**config.mk**
```make
export PLATFORM = sky130hd
export DESIGN_NAME = ahb_slave_mux
export DESIGN_NICKNAME = d
export VERILOG_FILES = /design/src/rtl/ahb_pkg.sv /design/src/rtl/ahb_timeout_cnt.sv /design/src/rtl/ahb_slave_mux.sv
export SDC_FILE = /design/constraint.sdc
export NUM_CORES = 1
export LEC_CHECK = 0
export ABC_CLOCK_PERIOD_IN_PS = 3950
export CELL_PAD_IN_SITES_DETAIL_PLACEMENT = 0
export CELL_PAD_IN_SITES_GLOBAL_PLACEMENT = 1
export CORE_UTILIZATION = 19
export DETAILED_ROUTE_END_ITERATION = 7
export PLACE_DENSITY = 0.92
export SYNTH_ARGS = -nofsm -noshare
export SYNTH_HDL_FRONTEND = slang
export SYNTH_SLANG_ARGS = --single-unit
```
**constraint.sdc**
```tcl
create_clock -name hclk -period 3.95 [get_ports hclk]
set_input_delay 0.79 -clock hclk [delete_from_list [all_inputs] [get_ports hclk]]
set_output_delay 0.79 -clock hclk [all_outputs]
set_load 0.1 [all_outputs]
```
**src/rtl/ahb_pkg.sv**
```systemverilog
// ============================================================================
// ahb_pkg : shared AHB encodings and slave-mux state type
// Rev 1.0
// ============================================================================
`default_nettype none

package ahb_pkg;

  localparam logic [1:0] HTRANS_IDLE   = 2'b00;
  localparam logic [1:0] HTRANS_BUSY   = 2'b01;
  localparam logic [1:0] HTRANS_NONSEQ = 2'b10;
  localparam logic [1:0] HTRANS_SEQ    = 2'b11;

  localparam logic HRESP_OKAY  = 1'b0;
  localparam logic HRESP_ERROR = 1'b1;

  typedef enum logic [1:0] {
    S_IDLE = 2'd0,
    S_SLV  = 2'd1,
    S_ERR1 = 2'd2,
    S_ERR2 = 2'd3
  } mux_state_e;

  // One-hot-ish select to slave index (1..3), 0 when unmapped; lowest index wins.
  function automatic logic [1:0] sel_encode(input logic [2:0] hsel);
    logic [1:0] idx;
    idx = 2'd0;
    if (hsel[0])      idx = 2'd1;
    else if (hsel[1]) idx = 2'd2;
    else if (hsel[2]) idx = 2'd3;
    return idx;
  endfunction

endpackage

`default_nettype wire

```
**src/rtl/ahb_timeout_cnt.sv**
```systemverilog
// ============================================================================
// ahb_timeout_cnt : wait-state counter with expiry compare for the slave mux
// Rev 1.0
// ============================================================================
`default_nettype none

module ahb_timeout_cnt #(
  parameter int TIMEOUT_CYCLES = 16
) (
  input  logic clk,
  input  logic rst_n,
  input  logic i_stall,
  output logic o_expire
);

  localparam logic [7:0] C_LAST = 8'(TIMEOUT_CYCLES - 1);

  logic [7:0] cnt_q;
  logic [7:0] cnt_d;

  always_comb begin
    cnt_d = 8'd0;
    if (i_stall) cnt_d = cnt_q + 8'd1;
  end

  always_ff @(posedge clk or negedge rst_n) begin
    if (!rst_n) cnt_q <= 8'd0;
    else        cnt_q <= cnt_d;
  end

  // Fires on the stalled cycle whose count reaches the limit, so the slave
  // gets exactly TIMEOUT_CYCLES wait states before the forced error.
  assign o_expire = i_stall && (cnt_q == C_LAST);

endmodule

`default_nettype wire

```
**src/rtl/ahb_slave_mux.sv**
```systemverilog
// ============================================================================
// ahb_slave_mux : 3-slave AHB response mux with built-in default error slave
// Optional wait-state timeout: define AHB_SLAVE_MUX_TIMEOUT_EN
// Rev 1.0
// ============================================================================
`default_nettype none

module ahb_slave_mux
  import ahb_pkg::*;
#(
  parameter int DATA_W         = 32,
  parameter int TIMEOUT_CYCLES = 16
) (
  input  logic              hclk,
  input  logic              hresetn,
  input  logic [1:0]        htrans,
  input  logic              hsel_1,
  input  logic              hsel_2,
  input  logic              hsel_3,
  input  logic              hready_1,
  input  logic              hready_2,
  input  logic              hready_3,
  input  logic              hresp_1,
  input  logic              hresp_2,
  input  logic              hresp_3,
  input  logic [DATA_W-1:0] hrdata_1,
  input  logic [DATA_W-1:0] hrdata_2,
  input  logic [DATA_W-1:0] hrdata_3,
  output logic              hready,
  output logic              hresp,
  output logic [DATA_W-1:0] hrdata
);

  mux_state_e        state_q, state_d;
  logic [1:0]        dsel_q, dsel_d;
  logic              slv_hready;
  logic              slv_hresp;
  logic [DATA_W-1:0] slv_hrdata;
  logic              timeout;
  logic [1:0]        addr_sel;
  logic              addr_active;

  always_comb begin
    slv_hready = 1'b1;
    slv_hresp  = HRESP_OKAY;
    slv_hrdata = '0;
    case (dsel_q)
      2'd1: begin slv_hready = hready_1; slv_hresp = hresp_1; slv_hrdata = hrdata_1; end
      2'd2: begin slv_hready = hready_2; slv_hresp = hresp_2; slv_hrdata = hrdata_2; end
      2'd3: begin slv_hready = hready_3; slv_hresp = hresp_3; slv_hrdata = hrdata_3; end
      default: ;
    endcase
  end

`ifdef AHB_SLAVE_MUX_TIMEOUT_EN
  ahb_timeout_cnt #(
    .TIMEOUT_CYCLES(TIMEOUT_CYCLES)
  ) u_timeout (
    .clk     (hclk),
    .rst_n   (hresetn),
    .i_stall ((state_q == S_SLV) && !slv_hready),
    .o_expire(timeout)
  );
`else
  logic [7:0] unused_timeout_cfg;
  assign unused_timeout_cfg = 8'(TIMEOUT_CYCLES);
  assign timeout            = 1'b0;
`endif

  assign addr_sel    = sel_encode({hsel_3, hsel_2, hsel_1});
  assign addr_active = (htrans == HTRANS_NONSEQ) || (htrans == HTRANS_SEQ);

  always_comb begin
    logic capture;
    state_d = state_q;
    dsel_d  = dsel_q;
    capture = 1'b0;
    case (state_q)
      S_IDLE:  capture = 1'b1;
      S_ERR1:  state_d = S_ERR2;
      S_ERR2:  capture = 1'b1;
      S_SLV: begin
        if (timeout) begin
          state_d = S_ERR1;
          dsel_d  = 2'd0;
        end else begin
          capture = slv_hready;
        end
      end
      default: state_d = S_IDLE;
    endcase

    if (capture) begin
      dsel_d = 2'd0;
      if (!addr_active) begin
        state_d = S_IDLE;
      end else if (addr_sel != 2'd0) begin
        state_d = S_SLV;
        dsel_d  = addr_sel;
      end else begin
        state_d = S_ERR1;
      end
    end
  end

  always_ff @(posedge hclk or negedge hresetn) begin
    if (!hresetn) begin
      state_q <= S_IDLE;
      dsel_q  <= 2'd0;
    end else begin
      state_q <= state_d;
      dsel_q  <= dsel_d;
    end
  end

  always_comb begin
    hready = 1'b1;
    hresp  = HRESP_OKAY;
    hrdata = '0;
    case (state_q)
      S_SLV: begin
        hready = slv_hready;
        hresp  = slv_hresp;
        hrdata = slv_hrdata;
      end
      S_ERR1: begin
        hready = 1'b0;
        hresp  = HRESP_ERROR;
      end
      S_ERR2: hresp = HRESP_ERROR;
      default: ;
    endcase
  end

endmodule

`default_nettype wire

```
Yosys cells after proc, flatten, opt, wreduce, memory -nomap -nowiden
Cells that the tools add are included.
{"block": "classes", "reduce_logical": 6, "mux": 16, "eq_ne": 8}
{"operator": "one-hot mux 32 bit (3 select lines)", "count": 1}
{"operator": "two-way mux 32 bit", "count": 1}
{"operator": "two-way mux 2 bit", "count": 9}
{"operator": "equality test 2 bit, second input constant", "count": 6}
{"operator": "one-hot mux 1 bit (2 select lines)", "count": 3}
{"operator": "one-hot mux 1 bit (3 select lines)", "count": 2}
{"operator": "equality test 2 x 1 -> 1 bit, second input constant", "count": 2}
{"operator": "nonzero test 2 bit", "count": 2}
{"operator": "OR reduction 2 bit", "count": 2}
{"operator": "logical NOT 2 bit", "count": 1}
{"operator": "logical OR 1 bit", "count": 1}
{"block": "totals", "out_inout_bits": 34, "in_bits": 109, "reg_bits": 4}

Logic depth before layout (Yosys ltp)
Gate-level depths: netlist of run 1.
{"block": "depth", "depth_word": 7, "ltp_mapped": 6, "depth_no_buf": 5}

Worst setup path after synthesis of run 1
OpenSTA, ideal clock, no wires.
{"block": "synth_path", "kind": "flip-flop to output port", "from": "register state_q[1]", "to": "output port hresp", "stages_incl_launch_ff": 6, "t_arrival_ns": 2.499, "setup_slack_ns": 0.661, "cell_sequence": "dfrtp_1 -> inv_1 -> ha_1 -> clkbuf_1 -> a311oi_1 -> a21oi_1"}
{"block": "synth_between", "elab_chain_len": 3, "word_cells_on_any_way": 5, "classes_between": "eq/ne (3); mux (1); reduce/logical (1)"}
{"item": "start, declared", "line_no": "ahb_slave_mux.sv:34", "rtl": "mux_state_e state_q, state_d;"}
{"item": "start signal, assigned", "line_no": "ahb_slave_mux.sv:111", "rtl": "state_q <= state_d;"}
{"item": "equality test 2 bit", "line_no": "ahb_slave_mux.sv:120", "rtl": "case (state_q)"}
{"item": "OR reduction 2 bit (no source line)"}
{"item": "one-hot mux 1 bit (2 select lines) *", "line_no": "ahb_slave_mux.sv:120"}
{"item": "end, declared", "line_no": "ahb_slave_mux.sv:30", "rtl": "output logic hresp,"}
Mark *: on every way between the ends. The rest lies on a longest branch, timed or not.

Worst setup path after layout of run 1
{"block": "layout_path", "from": "input port hready_3", "to": "output port hready"}
{"block": "layout_between", "elab_chain_len": 2}
{"item": "start, declared", "line_no": "ahb_slave_mux.sv:22", "rtl": "input logic hready_3,"}
{"item": "one-hot mux 1 bit (3 select lines)", "line_no": "ahb_slave_mux.sv:47", "rtl": "case (dsel_q)"}
{"item": "one-hot mux 1 bit (2 select lines)", "line_no": "ahb_slave_mux.sv:120"}
{"item": "end, declared", "line_no": "ahb_slave_mux.sv:29", "rtl": "output logic hready,"}
Every way passes these cells.

==> metrics.txt, run 1 <==
number of gates resized after CTS 0; aggregate global-route resource usage 14.8%; number of failing setup endpoints in the final timing report 0; post-synthesis area per instance 8.29 um^2; antenna violation net count after detailed routing 0; Max Slew Vio Count 0; failing checks design-rule violations; FILL cells 623; area share of fa/ha/maj cells after synthesis 3.87%; master cell of the clock root buffer sky130_fd_sc_hd__clkbuf_8; XOR/XNOR share of the synthesized area 0%; Area Overhead vs Synth 141%; portion of netlist area occupied by mux cells 31.4%; proportion of netlist area held by the largest area contributor 28.8%; global route total overflow 0; summed instance area of the synthesized netlist 0.00129 mm^2; total CTS buffers 3; number of storage elements in the synthesis netlist 4; number of maximum-capacitance constraint violations 0; PortBufs 141; top_reg_cell synth sky130_fd_sc_hd__dfrtp_1; initial standard-cell utilization of the core 20.0%; Placer Congestion 0.808; width of the die 84.5 um; outcome complete, but fails checks; post-synthesis cell type with the largest combined area sky130_fd_sc_hd__mux2_2; top cells by area, synth sky130_fd_sc_hd__mux2_2, sky130_fd_sc_hd__a22oi_1, sky130_fd_sc_hd__nor2b_1, sky130_fd_sc_hd__dfrtp_1, sky130_fd_sc_hd__ha_1; complex-gate fraction of the synthesized area 27.1%; Worst Setup Path Type in2out; post-synthesis cell count 156; worst clock skew 0.0000778 ns; cell total after placement 361; I/O pin count 143; most common library cells after synthesis sky130_fd_sc_hd__nor2b_1, sky130_fd_sc_hd__mux2_2, sky130_fd_sc_hd__a22oi_1; setup total negative slack 0 ns; fraction of layout instances using a drive strength above 1 27.2%; unrepaired setup endpoints after global routing false; Power per Cell Area 703 mW/mm^2; critical register-to-register path startpoint dsel_q[0]; asr flop ratio synth 100%; Hold Violations, Final 0; count leader, synth sky130_fd_sc_hd__nor2b_1; transition at the pin with the smallest max-transition slack 0.487 ns; CP Data Required Time 3.16 ns; CTS tree done; Cell Rows 29; post-synthesis share of cell area spent on and, or, nand and nor gates 20.9%; final-stage net count 402; combinational family with the most area after synthesis multiplexers; Clk pin slew, worst setup/hold paths 0.03 ns; leakage component of the power 1.13 nW; via count of the first global-routing pass 1696; relative slew slack 67.5%; Iteration-0 DRC Markers 66; Seq/Total Area, Yosys 7.74%; count of flip-flops with a built-in enable after synthesis 0; Clk Latency, worst-skew pair 0.21 ns; antenna cells 0; number of vias in the routed layout 1687; data arrival time of the worst path 2.09 ns; nature of the critical path startpoint input pin; drt via density 4.63; maximum clock frequency 347 MHz; initial antenna violation count 0; floorplan core area 0.00646 mm^2; share of the cycle needed by the critical path after routing 73.0%; post-route insts no fill 364; hold-fix buffer count after cts 0; multi-input gate area in the final layout 0.00108 mm^2; total number of clock tree sinks 4; Worst Setup SP hready_3; number of unique standard cell types used by synthesis 28; die footprint 0.00714 mm^2; CP max FO 4; Die Y-Extent 84.5 um; pin count of the biggest net entering global routing 39; sequential cell area 100 um^2; Hold WC Path Type reg2reg; setup fix buffers added after clock tree synthesis 0; number of buffers on the longest clock path 2; H-tree levels 1; DRC viols 15; wire length reported by the detailed router 5.46 mm; final period demand of the worst path 2.88 ns; number of warnings reported in the yosys synthesis log 0; first-pass GRT wire length 8.63 mm; DP HPWL 4.16 mm; kind of end point of the critical path output pin; wire length per cell 15.0 um; syn nets 269; DR pass1 iterations 6; HP Start state_q[0]; maximum vdd ir drop 626 uV
through the flow:
stage	hold slack [ns]	utilization (%)	total power (W)	instance area (um^2)	setup WS [ns]
after global placement	0.604	47.6	0.00210	3070	1.07
after CTS	0.643	48.2	0.00221	3110	1.06
final	0.636	48.2	0.00219	3110	1.07
after global routing	0.663	48.2	0.00230	3110	0.980
after detailed placement	0.638	47.6	0.00212	3070	1.07
after floorplan	0.494	-	0.00145	1290	0.661
cell usage in the layout (no fill, tap or decap), types with 2 or more instances in the layout:
cell | Yosys | final
sky130_fd_sc_hd__nor2b_1 | 37 | 36
sky130_fd_sc_hd__nand2b_1 | 2 | 2
sky130_fd_sc_hd__mux2i_1 | 2 | 2
sky130_fd_sc_hd__a21oi_1 | 3 | 3
sky130_fd_sc_hd__clkdlybuf4s50_1 | 0 | 107
sky130_fd_sc_hd__ha_1 | 4 | 4
sky130_fd_sc_hd__o21ai_0 | 3 | 3
sky130_fd_sc_hd__a22oi_1 | 32 | 32
sky130_fd_sc_hd__dfrtp_1 | 4 | 4
sky130_fd_sc_hd__nor2_1 | 3 | 3
sky130_fd_sc_hd__buf_4 | 3 | 4
sky130_fd_sc_hd__clkbuf_8 | 0 | 3
sky130_fd_sc_hd__mux2_2 | 33 | 33
sky130_fd_sc_hd__buf_12 | 0 | 34
sky130_fd_sc_hd__inv_1 | 4 | 4
routing by layer:
metal	track usage (%)	wire length, um	share of wire (%)	vias up
met5	0	0	0	-
met4	2.47	22	0.40	0
met3	2.06	441	8.1	2
met2	28.3	2790	51	78
met1	17.8	2210	40	767
li1	-	-	-	840
power breakdown:
group	switching, W	internal (W)
Sequential	0.0000155	0.0000582
Clock	0.0000197	0.0000649
Combinational	0.00122	0.000807
Total	0.00126	0.000930
registers in the layout, indices dropped and copies added (netlist names):
| name | count |
|---|---|
| state_q | 2 |
| dsel_q | 2 |
critical path, cell delays in order:
cell                              delay, ns
sky130_fd_sc_hd__clkdlybuf4s50_1       0.47
sky130_fd_sc_hd__mux2i_2               0.10
sky130_fd_sc_hd__a221o_1               0.37
sky130_fd_sc_hd__o21ai_1               0.15
sky130_fd_sc_hd__buf_12                0.21
cell type report:
| cell class | instances | share of cell area, % |
|---|---|---|
| Clock buffer | 3 | 1.33 |
| Sequential cell | 4 | 3.22 |
| Tap cell | 77 | 3.09 |
| Multi-Input combinational cell | 131 | 34.6 |
| Inverter | 4 | 0.482 |
| Timing Repair Buffer | 145 | 57.2 |
kinds of logic after synthesis:
family,Yosys count
AOI/OAI and AO/OA,46
buffers and inverters,21
muxes,36
DFF,4
and+or+nand+nor,45
adders and majority gates,4
final timing paths:
path	to	slack (ns)	depth (start not counted)
setup reg to reg	state_q[1]	2.26	4
setup / recovery	hready	1.07	5
max in group asynchronous	dsel_q[0]	2.99	1
hold reg to reg	state_q[0]	0.64	2
hold / removal	state_q[0]	0.64	2
min in group asynchronous	state_q[0]	0.79	1
Power figures use the tool's default switching activity.
==> run 2, diff against run 1 <==
--- a/config.mk
+++ b/config.mk
@@ -5,12 +5,12 @@
 export SDC_FILE = /design/constraint.sdc
 export NUM_CORES = 1
 export LEC_CHECK = 0
-export ABC_CLOCK_PERIOD_IN_PS = 3950
+export ABC_CLOCK_PERIOD_IN_PS = 2700
 export CELL_PAD_IN_SITES_DETAIL_PLACEMENT = 0
 export CELL_PAD_IN_SITES_GLOBAL_PLACEMENT = 1
-export CORE_UTILIZATION = 19
+export CORE_UTILIZATION = 18
 export DETAILED_ROUTE_END_ITERATION = 7
-export PLACE_DENSITY = 0.92
+export PLACE_DENSITY = 0.88
 export SYNTH_ARGS = -nofsm -noshare
 export SYNTH_HDL_FRONTEND = slang
 export SYNTH_SLANG_ARGS = --single-unit
==> constraint.sdc (replaced) <==
create_clock -name hclk -period 2.7 [get_ports hclk]
set_input_delay 0.54 -clock hclk [delete_from_list [all_inputs] [get_ports hclk]]
set_output_delay 0.54 -clock hclk [all_outputs]
set_load 0.1 [all_outputs]
==> run 2 against run 1 <==
The run now ends clean. Wire length is 1.8% higher. Clock power rose by 43%. Register-to-register slack got worse by 1.2 ns. Critical endpoint is now hrdata[7]. Largest power group unchanged.
==> metrics.txt, run 2 (synthesis results as in run 1) <==
setup fix buffers added after clock tree synthesis 0 (unchanged); number of buffers on the longest clock path 2 (unchanged); maximum vdd ir drop 1100 uV (was 626 uV); global route total overflow 0 (unchanged); Power per Cell Area 1030 mW/mm^2 (was 703 mW/mm^2); most frequent cells in the layout sky130_fd_sc_hd__clkdlybuf4s50_1, sky130_fd_sc_hd__buf_12, sky130_fd_sc_hd__nor2b_2, sky130_fd_sc_hd__mux2_2, sky130_fd_sc_hd__a22oi_1 (was sky130_fd_sc_hd__clkdlybuf4s50_1, sky130_fd_sc_hd__nor2b_1, sky130_fd_sc_hd__buf_12, sky130_fd_sc_hd__mux2_2, sky130_fd_sc_hd__a22oi_1); highest cell delay on the worst timing path 0.63 ns (was 0.47 ns); drt via density 4.50 (was 4.63); number of failing setup endpoints in the final timing report 0 (unchanged); final period demand of the worst path 2.48 ns; PortBufs 141 (unchanged); Worst Hold Margin 0.538 ns (was 0.636 ns); wire length per cell 14.3 um (was 15.0 um); CP cell instances buf_4 -> mux2_2 -> a22oi_1 -> nor2b_2 -> buf_12 (was clkdlybuf4s50_1 -> mux2i_2 -> a221o_1 -> o21ai_1 -> buf_12); total CTS buffers 3 (unchanged); Iteration-0 DRC Markers 66 (unchanged); CTS tree done (unchanged); Area Overhead vs Synth 152% (was 141%); CP max FO 12 (was 4); Clk pin slew, worst setup/hold paths 0.03 ns (about the same); initial standard-cell utilization of the core 18.8% (was 20.0%); Cell Rows 30 (was 29); leakage component of the power 1.18 nW (was 1.13 nW); antenna cells 0 (unchanged); post-layout worst setup margin 0.225 ns (was 1.07 ns); outcome complete, no violations (was complete, but fails checks); DR pass1 iterations 4 (was 6); H-tree levels 1 (unchanged); Die Y-Extent 86.7 um (was 84.5 um); number of vias in the routed layout 1747 (was 1687); initial antenna violation count 0 (unchanged); first-pass GRT wire length 8.63 mm (about the same); total number of clock tree sinks 4 (unchanged); Clk Latency, worst-skew pair 0.21 ns (about the same); data arrival time of the worst path 1.94 ns (was 2.09 ns); Regs by FF count dsel_q (2), state_q (2) (unchanged); antenna violation net count after detailed routing 0 (unchanged); commonest non-fill, non-tap cell in the layout sky130_fd_sc_hd__clkdlybuf4s50_1 (unchanged); Hold WC Path Type in2async (was reg2reg); worst setup slack before clock tree synthesis 0.338 ns (was 1.07 ns); DRC viols 0 (was 15); Non-Filler Cell Area, Final 0.00326 mm^2 (was 0.00311 mm^2); die footprint 0.00752 mm^2 (was 0.00714 mm^2); hold-fix buffer count after cts 0 (unchanged); worst clock skew 0.00266 ns (was 0.0000778 ns); final-stage net count 407 (was 402); DP HPWL 4.60 mm (was 4.16 mm); aggregate global-route resource usage 14.3% (was 14.8%); share of the cycle needed by the critical path after routing 91.7%; CP Data Required Time 2.16 ns (was 3.16 ns); maximum clock frequency 404 MHz; via count of the first global-routing pass 1741 (was 1696); pin count of the biggest net entering global routing 22 (was 39); transition at the pin with the smallest max-transition slack 0.482 ns (was 0.487 ns); Max Slew Vio Count 0 (unchanged); unrepaired setup endpoints after global routing false (unchanged); floorplan core area 0.00687 mm^2 (was 0.00646 mm^2); kind of end point of the critical path output pin (unchanged); relative slew slack 67.8% (was 67.5%); number of gates resized after CTS 0 (unchanged); nature of the critical path startpoint register (was input pin); slowest stage cell, crit path sky130_fd_sc_hd__dfrtp_1 (was sky130_fd_sc_hd__clkdlybuf4s50_1); Worst Setup Path Type reg2out (was in2out); placed inst area 0.00322 mm^2 (was 0.00307 mm^2); fraction of layout instances using a drive strength above 1 40.1% (was 27.2%); master cell of the clock root buffer sky130_fd_sc_hd__clkbuf_8 (unchanged); width of the die 86.7 um (was 84.5 um); setup total negative slack 0 ns (unchanged); wire length reported by the detailed router 5.56 mm (was 5.46 mm); Hold Violations, Final 0 (unchanged); number of maximum-capacitance constraint violations 0 (unchanged); Placer Congestion 0.714 (was 0.808); I/O pin count 143 (unchanged)
[run 2: area by class of cell]
cell class	instances	area, um^2
Clock buffer	3	41.3
Fill cell	659	3610
Inverter	4	15.0
Multi-Input combinational cell	131	1170
Sequential cell	4	100
Tap cell	96	120
Timing Repair Buffer	150	1820
[run 2: metal layers]
metal / wire length (um) / GRT usage (%)
met1: 2250 / 16.8
met2: 2870 / 27.4
met3: 437 / 3.33
met4: 8 / 0.606
met5: 0 / 0
[run 2: worst paths after layout]
check	from	end	slack, ns	cells past startpoint
max	dsel_q[0]	hrdata[7]	0.22	5
min	hresetn	dsel_q[0]	0.54	1
max reg2reg	dsel_q[0]	state_q[0]	1.06	4
min reg2reg	state_q[1]	state_q[1]	0.62	2
max in group asynchronous	hresetn	state_q[1]	1.99	1
min in group hclk	state_q[1]	state_q[1]	0.62	2
[run 2: power by group]
group	switching (W)	total (W)	internal, W
combinational	0.00182	0.00310	0.00129
sequential	0.0000463	0.000131	0.0000848
clock	0.0000264	0.000121	0.0000946
total	0.00189	0.00335	0.00147
[run 2: metrics by stage]
step                util [%]  total power [W]  cells
global route            47.5          0.00352    388
finish                  47.5          0.00335    388
CTS                     47.5          0.00340    388
global placement        46.9          0.00324    385
detailed placement      46.9          0.00326    385
floorplan                  -          0.00222    156
[run 2: critical path: cells and delay by family, from the launching register on]
family          cells  cell delay (ns)
flops               1             0.63
compound gates      1             0.19
simple gates        1             0.09
buf+inv             2             0.47
mux                 1             0.35
